[config.mk]
export PLATFORM = sky130hd
export DESIGN_NAME = picorv_mem_dma_flat
export DESIGN_NICKNAME = d
export VERILOG_FILES = /design/src/rtl/picorv_mem_dma_if.sv /design/src/rtl/picorv_mem_dma.sv /design/src/flat_wrapper.sv
export SDC_FILE = /design/constraint.sdc
export NUM_CORES = 1
export LEC_CHECK = 0
export CORE_UTILIZATION = 50
export DETAILED_ROUTE_END_ITERATION = 10
export PLACE_DENSITY = 0.79
export SYNTH_ARGS = -nofsm -noshare
export SYNTH_HDL_FRONTEND = slang
export SYNTH_SLANG_ARGS = --single-unit
[constraint.sdc]
create_clock -name clk -period 6.1 [get_ports clk]
set_input_delay 0.915 -clock clk [delete_from_list [all_inputs] [get_ports clk]]
set_output_delay 0.915 -clock clk [all_outputs]
set_load 0.005 [all_outputs]
[src/rtl/picorv_mem_dma_if.sv]
// PicoRV32 native memory bus bundle.
// master drives the request, slave answers with ready/rdata.
interface picorv_mem_dma_if;
  logic        mem_valid;
  logic        mem_instr;
  logic        mem_ready;
  logic [31:0] mem_addr;
  logic [31:0] mem_wdata;
  logic [3:0]  mem_wstrb;
  logic [31:0] mem_rdata;

  modport master (
    output mem_valid, mem_instr, mem_addr,
    output mem_wdata, mem_wstrb,
    input  mem_ready, mem_rdata
  );

  modport slave (
    input  mem_valid, mem_instr, mem_addr,
    input  mem_wdata, mem_wstrb,
    output mem_ready, mem_rdata
  );
endinterface

[src/rtl/picorv_mem_dma.sv]
// Word copy / fill DMA master on the PicoRV32 native memory bus.
// Ports: clk/reset, command (start_i..fill_data_i), status
// (busy_o, done_o, err_o, words_done_o), mem bus master modport.
module picorv_mem_dma #(
  parameter int TIMEOUT = 1024,
  parameter int LEN_W   = 16
) (
  input  logic             clk,
  input  logic             reset,
  input  logic             start_i,
  input  logic             mode_i,
  input  logic [31:0]      src_addr_i,
  input  logic [31:0]      dst_addr_i,
  input  logic [LEN_W-1:0] len_words_i,
  input  logic [31:0]      fill_data_i,
  output logic             busy_o,
  output logic             done_o,
  output logic             err_o,
  output logic [LEN_W-1:0] words_done_o,
  picorv_mem_dma_if.master mem
);

  typedef enum logic [2:0] {
    IDLE, RD, RD_GAP, WR, WR_GAP, FIN
  } state_t;

  localparam int TW = $clog2(TIMEOUT) + 1;

  state_t st_q, st_d;

  logic             valid_q, valid_d;
  logic [31:0]      addr_q, addr_d;
  logic [31:0]      wdata_q, wdata_d;
  logic [3:0]       wstrb_q, wstrb_d;
  logic             busy_q, busy_d;
  logic             done_q, done_d;
  logic             err_q, err_d;
  logic [LEN_W-1:0] wd_q, wd_d;
  logic [TW-1:0]    cnt_q, cnt_d;
  logic [31:0]      data_q, data_d;
  logic [31:0]      src_q, src_d;
  logic [31:0]      dst_q, dst_d;
  logic             mode_q, mode_d;
  logic [LEN_W-1:0] len_q, len_d;
  logic [31:0]      fill_q, fill_d;

  logic accept, xfer, stall, tmo, issue;

  assign accept = (st_q == IDLE) && start_i;
  assign xfer   = valid_q && mem.mem_ready;
  assign stall  = valid_q && !mem.mem_ready;
  assign tmo    = stall && (cnt_q == TW'(TIMEOUT - 1));
  // A request is launched while still in a GAP state so
  // mem_valid is low for exactly one cycle between requests.
  assign issue  = (st_d == RD || st_d == WR) &&
                  !valid_q && (st_q != IDLE);

  always_ff @(posedge clk) begin
    if (reset) st_q <= IDLE;
    else       st_q <= st_d;
  end

  always_comb begin
    st_d = st_q;
    unique case (st_q)
      IDLE: if (start_i) begin
        if (len_words_i == '0) st_d = FIN;
        else if (mode_i)       st_d = WR;
        else                   st_d = RD;
      end
      RD: begin
        if (xfer)     st_d = RD_GAP;
        else if (tmo) st_d = FIN;
      end
      RD_GAP: st_d = WR;
      WR: begin
        if (xfer)     st_d = WR_GAP;
        else if (tmo) st_d = FIN;
      end
      WR_GAP: begin
        if (wd_q == len_q) st_d = FIN;
        else if (mode_q)   st_d = WR;
        else               st_d = RD;
      end
      FIN:     st_d = IDLE;
      default: st_d = IDLE;
    endcase
  end

  always_comb begin
    valid_d = valid_q;
    addr_d  = addr_q;
    wdata_d = wdata_q;
    wstrb_d = wstrb_q;
    busy_d  = busy_q;
    done_d  = 1'b0;
    err_d   = err_q;
    wd_d    = wd_q;
    cnt_d   = cnt_q;
    data_d  = data_q;
    src_d   = src_q;
    dst_d   = dst_q;
    mode_d  = mode_q;
    len_d   = len_q;
    fill_d  = fill_q;

    if (accept) begin
      mode_d = mode_i;
      src_d  = {src_addr_i[31:2], 2'b00};
      dst_d  = {dst_addr_i[31:2], 2'b00};
      len_d  = len_words_i;
      fill_d = fill_data_i;
      err_d  = 1'b0;
      wd_d   = '0;
      busy_d = 1'b1;
    end

    if (issue) begin
      valid_d = 1'b1;
      cnt_d   = '0;
      if (st_d == RD) begin
        addr_d  = src_q;
        wstrb_d = 4'b0000;
      end else begin
        addr_d  = dst_q;
        wstrb_d = 4'b1111;
        wdata_d = mode_q ? fill_q : data_q;
      end
    end

    if (stall) begin
      cnt_d = cnt_q + 1'b1;
      if (tmo) begin
        valid_d = 1'b0;
        err_d   = 1'b1;
      end
    end

    if (xfer) begin
      valid_d = 1'b0;
      if (st_q == RD) begin
        data_d = mem.mem_rdata;
        src_d  = src_q + 32'd4;
      end else begin
        dst_d = dst_q + 32'd4;
        wd_d  = wd_q + 1'b1;
      end
    end

    if (st_q == FIN) begin
      done_d = 1'b1;
      busy_d = 1'b0;
    end
  end

  always_ff @(posedge clk) begin
    if (reset) begin
      valid_q <= 1'b0;
      addr_q  <= '0;
      wdata_q <= '0;
      wstrb_q <= '0;
      busy_q  <= 1'b0;
      done_q  <= 1'b0;
      err_q   <= 1'b0;
      wd_q    <= '0;
      cnt_q   <= '0;
      data_q  <= '0;
      src_q   <= '0;
      dst_q   <= '0;
      mode_q  <= 1'b0;
      len_q   <= '0;
      fill_q  <= '0;
    end else begin
      valid_q <= valid_d;
      addr_q  <= addr_d;
      wdata_q <= wdata_d;
      wstrb_q <= wstrb_d;
      busy_q  <= busy_d;
      done_q  <= done_d;
      err_q   <= err_d;
      wd_q    <= wd_d;
      cnt_q   <= cnt_d;
      data_q  <= data_d;
      src_q   <= src_d;
      dst_q   <= dst_d;
      mode_q  <= mode_d;
      len_q   <= len_d;
      fill_q  <= fill_d;
    end
  end

  assign mem.mem_valid = valid_q;
  assign mem.mem_instr = 1'b0;
  assign mem.mem_addr  = addr_q;
  assign mem.mem_wdata = wdata_q;
  assign mem.mem_wstrb = wstrb_q;
  assign busy_o        = busy_q;
  assign done_o        = done_q;
  assign err_o         = err_q;
  assign words_done_o  = wd_q;

endmodule

[src/flat_wrapper.sv]
// flat-port wrapper written by rule: the top's interface ports become plain ports
module picorv_mem_dma_flat 
#(
  parameter int TIMEOUT = 1024,
  parameter int LEN_W   = 16
)
  (clk, reset, start_i, mode_i, src_addr_i, dst_addr_i, len_words_i, fill_data_i, busy_o, done_o, err_o, words_done_o, mem_mem_valid, mem_mem_instr, mem_mem_addr, mem_mem_wdata, mem_mem_wstrb, mem_mem_ready, mem_mem_rdata);
  picorv_mem_dma_if mem_i ();
  input  logic clk;
  input  logic reset;
  input  logic start_i;
  input  logic mode_i;
  input  logic [31:0] src_addr_i;
  input  logic [31:0] dst_addr_i;
  input  logic [LEN_W-1:0] len_words_i;
  input  logic [31:0] fill_data_i;
  output logic busy_o;
  output logic done_o;
  output logic err_o;
  output logic [LEN_W-1:0] words_done_o;
  output wire logic [$bits(mem_i.mem_valid)-1:0] mem_mem_valid;
  output wire logic [$bits(mem_i.mem_instr)-1:0] mem_mem_instr;
  output wire logic [$bits(mem_i.mem_addr)-1:0] mem_mem_addr;
  output wire logic [$bits(mem_i.mem_wdata)-1:0] mem_mem_wdata;
  output wire logic [$bits(mem_i.mem_wstrb)-1:0] mem_mem_wstrb;
  input wire logic [$bits(mem_i.mem_ready)-1:0] mem_mem_ready;
  input wire logic [$bits(mem_i.mem_rdata)-1:0] mem_mem_rdata;
  assign mem_mem_valid = mem_i.mem_valid;
  assign mem_mem_instr = mem_i.mem_instr;
  assign mem_mem_addr = mem_i.mem_addr;
  assign mem_mem_wdata = mem_i.mem_wdata;
  assign mem_mem_wstrb = mem_i.mem_wstrb;
  assign mem_i.mem_ready = mem_mem_ready;
  assign mem_i.mem_rdata = mem_mem_rdata;
  picorv_mem_dma #(.TIMEOUT(TIMEOUT), .LEN_W(LEN_W)) u_core (.clk(clk), .reset(reset), .start_i(start_i), .mode_i(mode_i), .src_addr_i(src_addr_i), .dst_addr_i(dst_addr_i), .len_words_i(len_words_i), .fill_data_i(fill_data_i), .busy_o(busy_o), .done_o(done_o), .err_o(err_o), .words_done_o(words_done_o), .mem(mem_i));
endmodule
==> results of run 1 <==
synth_stat cells, drive strengths merged, types with 7 or more instances:
master  count
a21oi     140
o21ai      40
and3       27
a31oi      15
nor4       26
dfxtp     244
a221o      30
xor2       19
xnor2       7
clkbuf     77
nand2     272
nor3       56
nand4      11
a211oi     50
a221oi      9
buf        26
mux2i      34
nor2      127
inv        12
a311oi     12
and2       31
nand3      35
routing by layer:
layer | GRT usage | vias to the layer above
li1 | - | 5210
met1 | 0.379 | 5043
met2 | 0.429 | 429
met3 | 0.0506 | 70
met4 | 0.0904 | 0
met5 | 0 | -
state kept, by name, summed over array words and instances (netlist names):
| name | count |
|---|---|
| u_core.dst_q | 32 |
| u_core.src_q | 32 |
| u_core.mem.mem_valid | 1 |
| u_core.busy_o | 1 |
| u_core.cnt_q | 11 |
| u_core.err_o | 1 |
| u_core.done_o | 1 |
| u_core.mem.mem_wdata | 32 |
| u_core.words_done_o | 16 |
| u_core.mode_q | 1 |
| u_core.len_q | 16 |
| u_core.mem.mem_addr | 32 |
| u_core.data_q | 32 |
| u_core.fill_q | 32 |
| u_core.st_q | 3 |
| u_core.mem.mem_wstrb | 1 |
where the power goes:
part           internal, mW  switching (mW)  total [mW]
sequential             1.70          0.0953        1.80
combinational         0.295           0.355       0.649
clock                  1.08           0.650        1.73
total                  3.07            1.10        4.17
layout make-up:
cell class	instances	area [um^2]
Inverter	12	45.0
Antenna cell	1	2.50
Clock buffer	31	708
Timing Repair Buffer	244	2410
Clock inverter	14	235
Multi-Input combinational cell	1013	5650
Sequential cell	244	4890
Tap cell	275	344
Fill cell	1752	7000
logic make-up after synthesis:
kind of cell / count (synthesis) / synth area share
XOR/XNOR: 26 / 0.0207
flip-flops: 244 / 0.445
adder cells (fa/ha/maj): 4 / 0.00456
buffers and inverters: 115 / 0.0439
AO/OA/AOI/OAI: 334 / 0.199
other: 1 / 0.000342
multiplexers: 36 / 0.0330
AND/OR/NAND/NOR: 612 / 0.253
worst reg2reg max path, cell delays in order, from the launching register on:
cell	delay (ns)
dfxtp_1	0.48
nor4b_4	0.31
buf_4	0.80
a21oi_1	0.18
nand3_1	0.12
buf_4	0.34
or2_1	0.98
o211ai_1	0.22
worst min path at each step:
stage | from | endpoint | depth (start not counted)
2_1_floorplan | u_core.dst_q[0] | u_core.dst_q[0] | 2
3_3_place_gp | u_core.dst_q[0] | u_core.dst_q[0] | 2
3_5_place_dp | u_core.dst_q[0] | u_core.dst_q[0] | 2
4_1_cts | u_core.dst_q[0] | u_core.dst_q[0] | 2
5_1_grt | u_core.dst_q[0] | u_core.dst_q[0] | 2
6_report | u_core.dst_q[0] | u_core.dst_q[0] | 2
metrics by stage:
step,worst slack (ns),instance area (um^2),cells,hold WS [ns]
after floorplan,3.37,11000,1372,0.409
after global placement,1.70,13300,1788,0.417
after detailed placement,1.64,13300,1788,0.421
after CTS,2.19,14300,1833,0.431
after global routing,1.97,14300,1833,0.450
final,2.13,14300,1834,0.430
==> results by group, run 1 <==
Clock network
  • CTS tree: built
  • Hold_buf cts: 0
  • CTS Buf Count: 25
  • Post-CTS setup buffers: 0
  • Root Driver: clkbuf_16
  • Post-CTS sizing: 0
  • CTS clk-pin slew, worst paths: 0.06 ns
  • H-tree Lvls: 1
  • Clock latency on the worst-skew pair: 0.53 ns
  • CTS sink count: 244
  • Max clock buf depth: 3

Critical path
  • Setup crit start: start_i
  • R2R setup slack: 2.51 ns
  • Critical Path End Type: flop
  • CP Capture Point: u_core.mem.mem_addr[0]
  • Max FO, Critical Path: 87
  • Family with the most delay on the worst path: buffers and inverters
  • Crit Reg-Reg Endpoint: u_core.mem.mem_addr[0]
  • Buf+Inv Stages, Crit Path: 3
  • WP depth: 8
  • Slowest stage delay, CP: 0.96 ns
  • FF-to-FF path depth: 7
  • CP dominant cell by count: buf_4
  • Slowest cell on crit path: or2_1
  • Worst reg2reg path startpoint: u_core.st_q[2]
  • Critical path cell sequence: clkdlybuf4s50_1 -> nor4b_4 -> buf_4 -> a21oi_1 -> nand3_1 -> buf_4 -> or2_1 -> o211ai_1
  • CP Data Required Time: 6.46 ns
  • CP Data Arrival Time: 4.33 ns
  • Startpoint types: input pin
  • WS Path Type: in -> reg

GRT
  • First-pass GRT wire length: 49400 um
  • Total track usage: 0.274
  • Largest net degree at the start of global routing: 112
  • Vias in the first global route: 9452
  • GRT Residual Overflow: 0
  • Antenna violations before repair: 0

Route
  • Antenna Nets Post-Route: 0
  • Total Wirelength: 32400 um
  • Drt first pass iters: 5
  • WL/cell: 17.7 um
  • Via count: 10752
  • DRC violations left: 0
  • Met2 routed WL: 14900 um
  • Met1 Wirelength: 14000 um
  • Metal3 WL: 2520 um
  • Max layer used: met4
  • Via density per instance: 5.86
  • DR iter-0 viols: 1098

Worst hold path
  • HP Class: reg -> reg

Timing
  • Slew Viols, Final: 0
  • Fin crit period: 3.97 ns
  • Worst Skew: 0.0161 ns
  • Highest clock rate: 252 MHz
  • Period utilization: 0.651
  • Fin. Hold Viols: 0
  • Sum Neg Setup Slack: 0 ns
  • Worst rel slew slack: 0.206
  • Worst slew pin tran: 1.19 ns
  • Setup violators final: 0
  • RSZ-0062 raised after global routing: false

Logic synthesis
  • Ranking of synthesized cells by area: dfxtp_1 (44%), nand2_1 (9.3%), a21oi_1 (6.4%), nor2_1 (4.3%), a211oi_1 (3.4%)
  • Seq cells post-synth: 244
  • Synth cell types: 63
  • Syn avg cell area: 8.00 um^2
  • Number of synthesized flops with an enable pin: 0
  • Main synth FF type: dfxtp_1
  • Sequential area share after synthesis: 0.445
  • Area leader, netlist: dfxtp_1
  • Share of the synthesized area in the top cell type: 0.445
  • Syn. warnings: 0
  • Synth Net Count: 1525
  • Synthesized area: 11000 um^2
  • Ys async rst share: 0
  • Post-Syn Instances: 1372

Floorplanning
  • Die W: 150 um
  • # IOs: 238
  • Site Rows: 53
  • Floorplan Core Area: 21300 um^2
  • Initial Util: 0.516
  • DIE HEIGHT: 150 um
  • Die area: 22600 um^2

Finish
  • Most frequent cells in the layout: nand2_1 (271), dfxtp_1 (243), clkdlybuf4s50_1 (231), a21oi_1 (138), nor2_1 (124)
  • Final core occ: 0.671
  • Most common cell after layout, fill and taps aside: nand2_1
  • Fraction of layout cells with a size suffix above 1: 0.0513
  • P&R area growth vs syn: 30.1%
  • Nets: 1693

Pwr
  • Worst IR Drop VDD: 0.181 mV
  • Power density over the cells: 292 nW/um^2
  • Total chip power: 4.17 mW
  • Leakage: 4.99 nW

Run
  • Max_cap viols: 0

Place
  • # port buffers: 232
  • Hpwl dp: 21200 um
  • RD Place Congestion: 0.875

Run status
  • Status: finished clean
Note: power is estimated with default switching activity, not from simulation.
==> run 2: changes to the inputs <==
Clock period 6.1 ns to 4.2 ns, I/O delays scaled along.
==> results by group, run 2 (same netlist as run 1, synthesis figures left out) <==
Worst hold path
  • HP Class: reg -> reg
  • Min-delay src: u_core.dst_q[1]

Critical path
  • CP Data Required Time: 4.59 ns
  • CP Data Arrival Time: 3.40 ns
  • Critical Path End Type: flop
  • Critical path cell sequence: clkdlybuf4s50_1 -> and2_0 -> nand2_1 -> mux2i_1 -> a221oi_2 -> nand2_2 -> or2_1 -> a221o_1
  • Slowest stage delay, CP: 0.68 ns
  • Startpoint types: input pin
  • Setup crit start: mem_mem_ready
  • Slowest cell on crit path: or2_1
  • Max FO, Critical Path: 32
  • Worst reg2reg path startpoint: u_core.st_q[2]
  • WS Path Type: in -> reg

Timing
  • Worst rel slew slack: 0.181
  • RSZ-0062 raised after global routing: false
  • Slew Viols, Final: 0
  • Period utilization: 0.716
  • Highest clock rate: 333 MHz
  • Sum Neg Setup Slack: 0 ns
  • Fin crit period: 3.01 ns
  • Setup violators final: 0
  • Worst slew pin tran: 1.23 ns
  • Fin. Hold Viols: 0
  • Worst Setup Slack, final: 1.19 ns
  • Worst Skew: 0.00736 ns

Finish
  • Nets: 1702
  • Most frequent cells in the layout: nand2_1 (271), dfxtp_1 (243), clkdlybuf4s50_1 (231), a21oi_1 (138), nor2_1 (124)
  • Most common cell after layout, fill and taps aside: nand2_1
  • Multi-input logic area: 5650 um^2
  • Fraction of layout cells with a size suffix above 1: 0.0518
  • P&R area growth vs syn: 29.8%
  • Register area: 4890 um^2
  • Fill cell count: 1800

Clock network
  • CTS clk-pin slew, worst paths: 0.05 ns
  • Hold_buf cts: 0
  • Max clock buf depth: 3
  • CTS Buf Count: 27
  • Post-CTS sizing: 0
  • Root Driver: clkbuf_16
  • Post-CTS setup buffers: 0
  • CTS tree: built
  • CTS sink count: 244
  • H-tree Lvls: 1
  • Clock latency on the worst-skew pair: 0.52 ns

GRT
  • Antenna violations before repair: 1
  • Largest net degree at the start of global routing: 94
  • First-pass GRT wire length: 50700 um
  • GRT Residual Overflow: 0
  • Vias in the first global route: 9934
  • Total track usage: 0.280

Floorplanning
  • Floorplan Core Area: 21300 um^2
  • Die area: 22600 um^2
  • Die W: 150 um
  • # IOs: 238
  • Initial Util: 0.516
  • Site Rows: 53
  • DIE HEIGHT: 150 um

Pwr
  • Total chip power: 5.84 mW
  • Leakage: 4.99 nW
  • Combinational share of power: 0.164
  • Worst IR Drop VDD: 0.265 mV
  • Switching fraction of total power: 0.269
  • Clk pwr share: 0.390
  • Power density over the cells: 410 nW/um^2
  • Seq pwr share: 0.447
  • Int Pwr: 4.27 mW
  • Psw: 1.57 mW

Route
  • DR iter-0 viols: 983
  • WL/cell: 17.6 um
  • Drt first pass iters: 6
  • Via count: 10827
  • Antenna Nets Post-Route: 0
  • DRC violations left: 0
  • Total Wirelength: 32300 um
  • Via density per instance: 5.88

Place
  • Hpwl dp: 21700 um
  • Pre-CTS worst setup slack: 0.731 ns
  • RD Place Congestion: 0.901
  • # port buffers: 232

Run status
  • Status: finished clean

Run
  • Max_cap viols: 0
run 2: cell count changes in the layout (fill, tap and decap cells not counted), sizes merged:
cell / delta
clkinv: +1
buf: +7
clkbuf: +5
diode: +1
clkinvlp: -3
bufinv: -4
run 2: critical path, delay by kind of cell:
family | cells | cell delay (ns)
mux | 1 | 0.08
simple gates | 4 | 1.24
compound gates | 2 | 0.93
buf+inv | 1 | 0.51
run 2: final timing paths:
check                                  to  slack [ns]  cells after the start
setup reg to reg  u_core.mem.mem_wdata[5]        1.22                      8
setup / recovery  u_core.mem.mem_addr[27]        1.19                      8
hold reg to reg           u_core.dst_q[1]        0.44                      2
hold / removal            u_core.dst_q[1]        0.44                      2
run 2: cell type report:
class / instances / area share
Antenna cell: 2 / 0.000351
Clock buffer: 36 / 0.0526
Clock inverter: 8 / 0.00658
Inverter: 12 / 0.00316
Multi-Input combinational cell: 1013 / 0.397
Sequential cell: 244 / 0.343
Tap cell: 275 / 0.0241
Timing Repair Buffer: 251 / 0.174
run 2: power by group through the flow:
stage               clock [mW]  combinational [mW]  sequential, mW
floorplan                    0               0.547            2.62
global placement             0               0.930            2.65
detailed placement           0               0.946            2.65
CTS                       2.30               0.952            2.61
global route              2.39                1.04            2.63
finish                    2.28               0.956            2.61
run 2: through the flow:
stage | utilization | instances | hold slack (ns) | instance area, um^2
4_1_cts | 0.669 | 1839 | 0.434 | 14200
5_1_grt | 0.670 | 1840 | 0.466 | 14300
6_report | 0.670 | 1841 | 0.438 | 14300
3_5_place_dp | 0.630 | 1795 | 0.420 | 13400
3_3_place_gp | 0.630 | 1795 | 0.418 | 13400
2_1_floorplan | - | 1372 | 0.409 | 11000
run 2: routing by layer:
metal,vias up,wire [um],track usage,share of wire
li1,5214,-,-,-
met1,5123,13800,0.372,0.43
met2,425,15100,0.456,0.47
met3,65,2440,0.0494,0.076
met4,0,1100,0.0990,0.034
met5,-,0,0,0
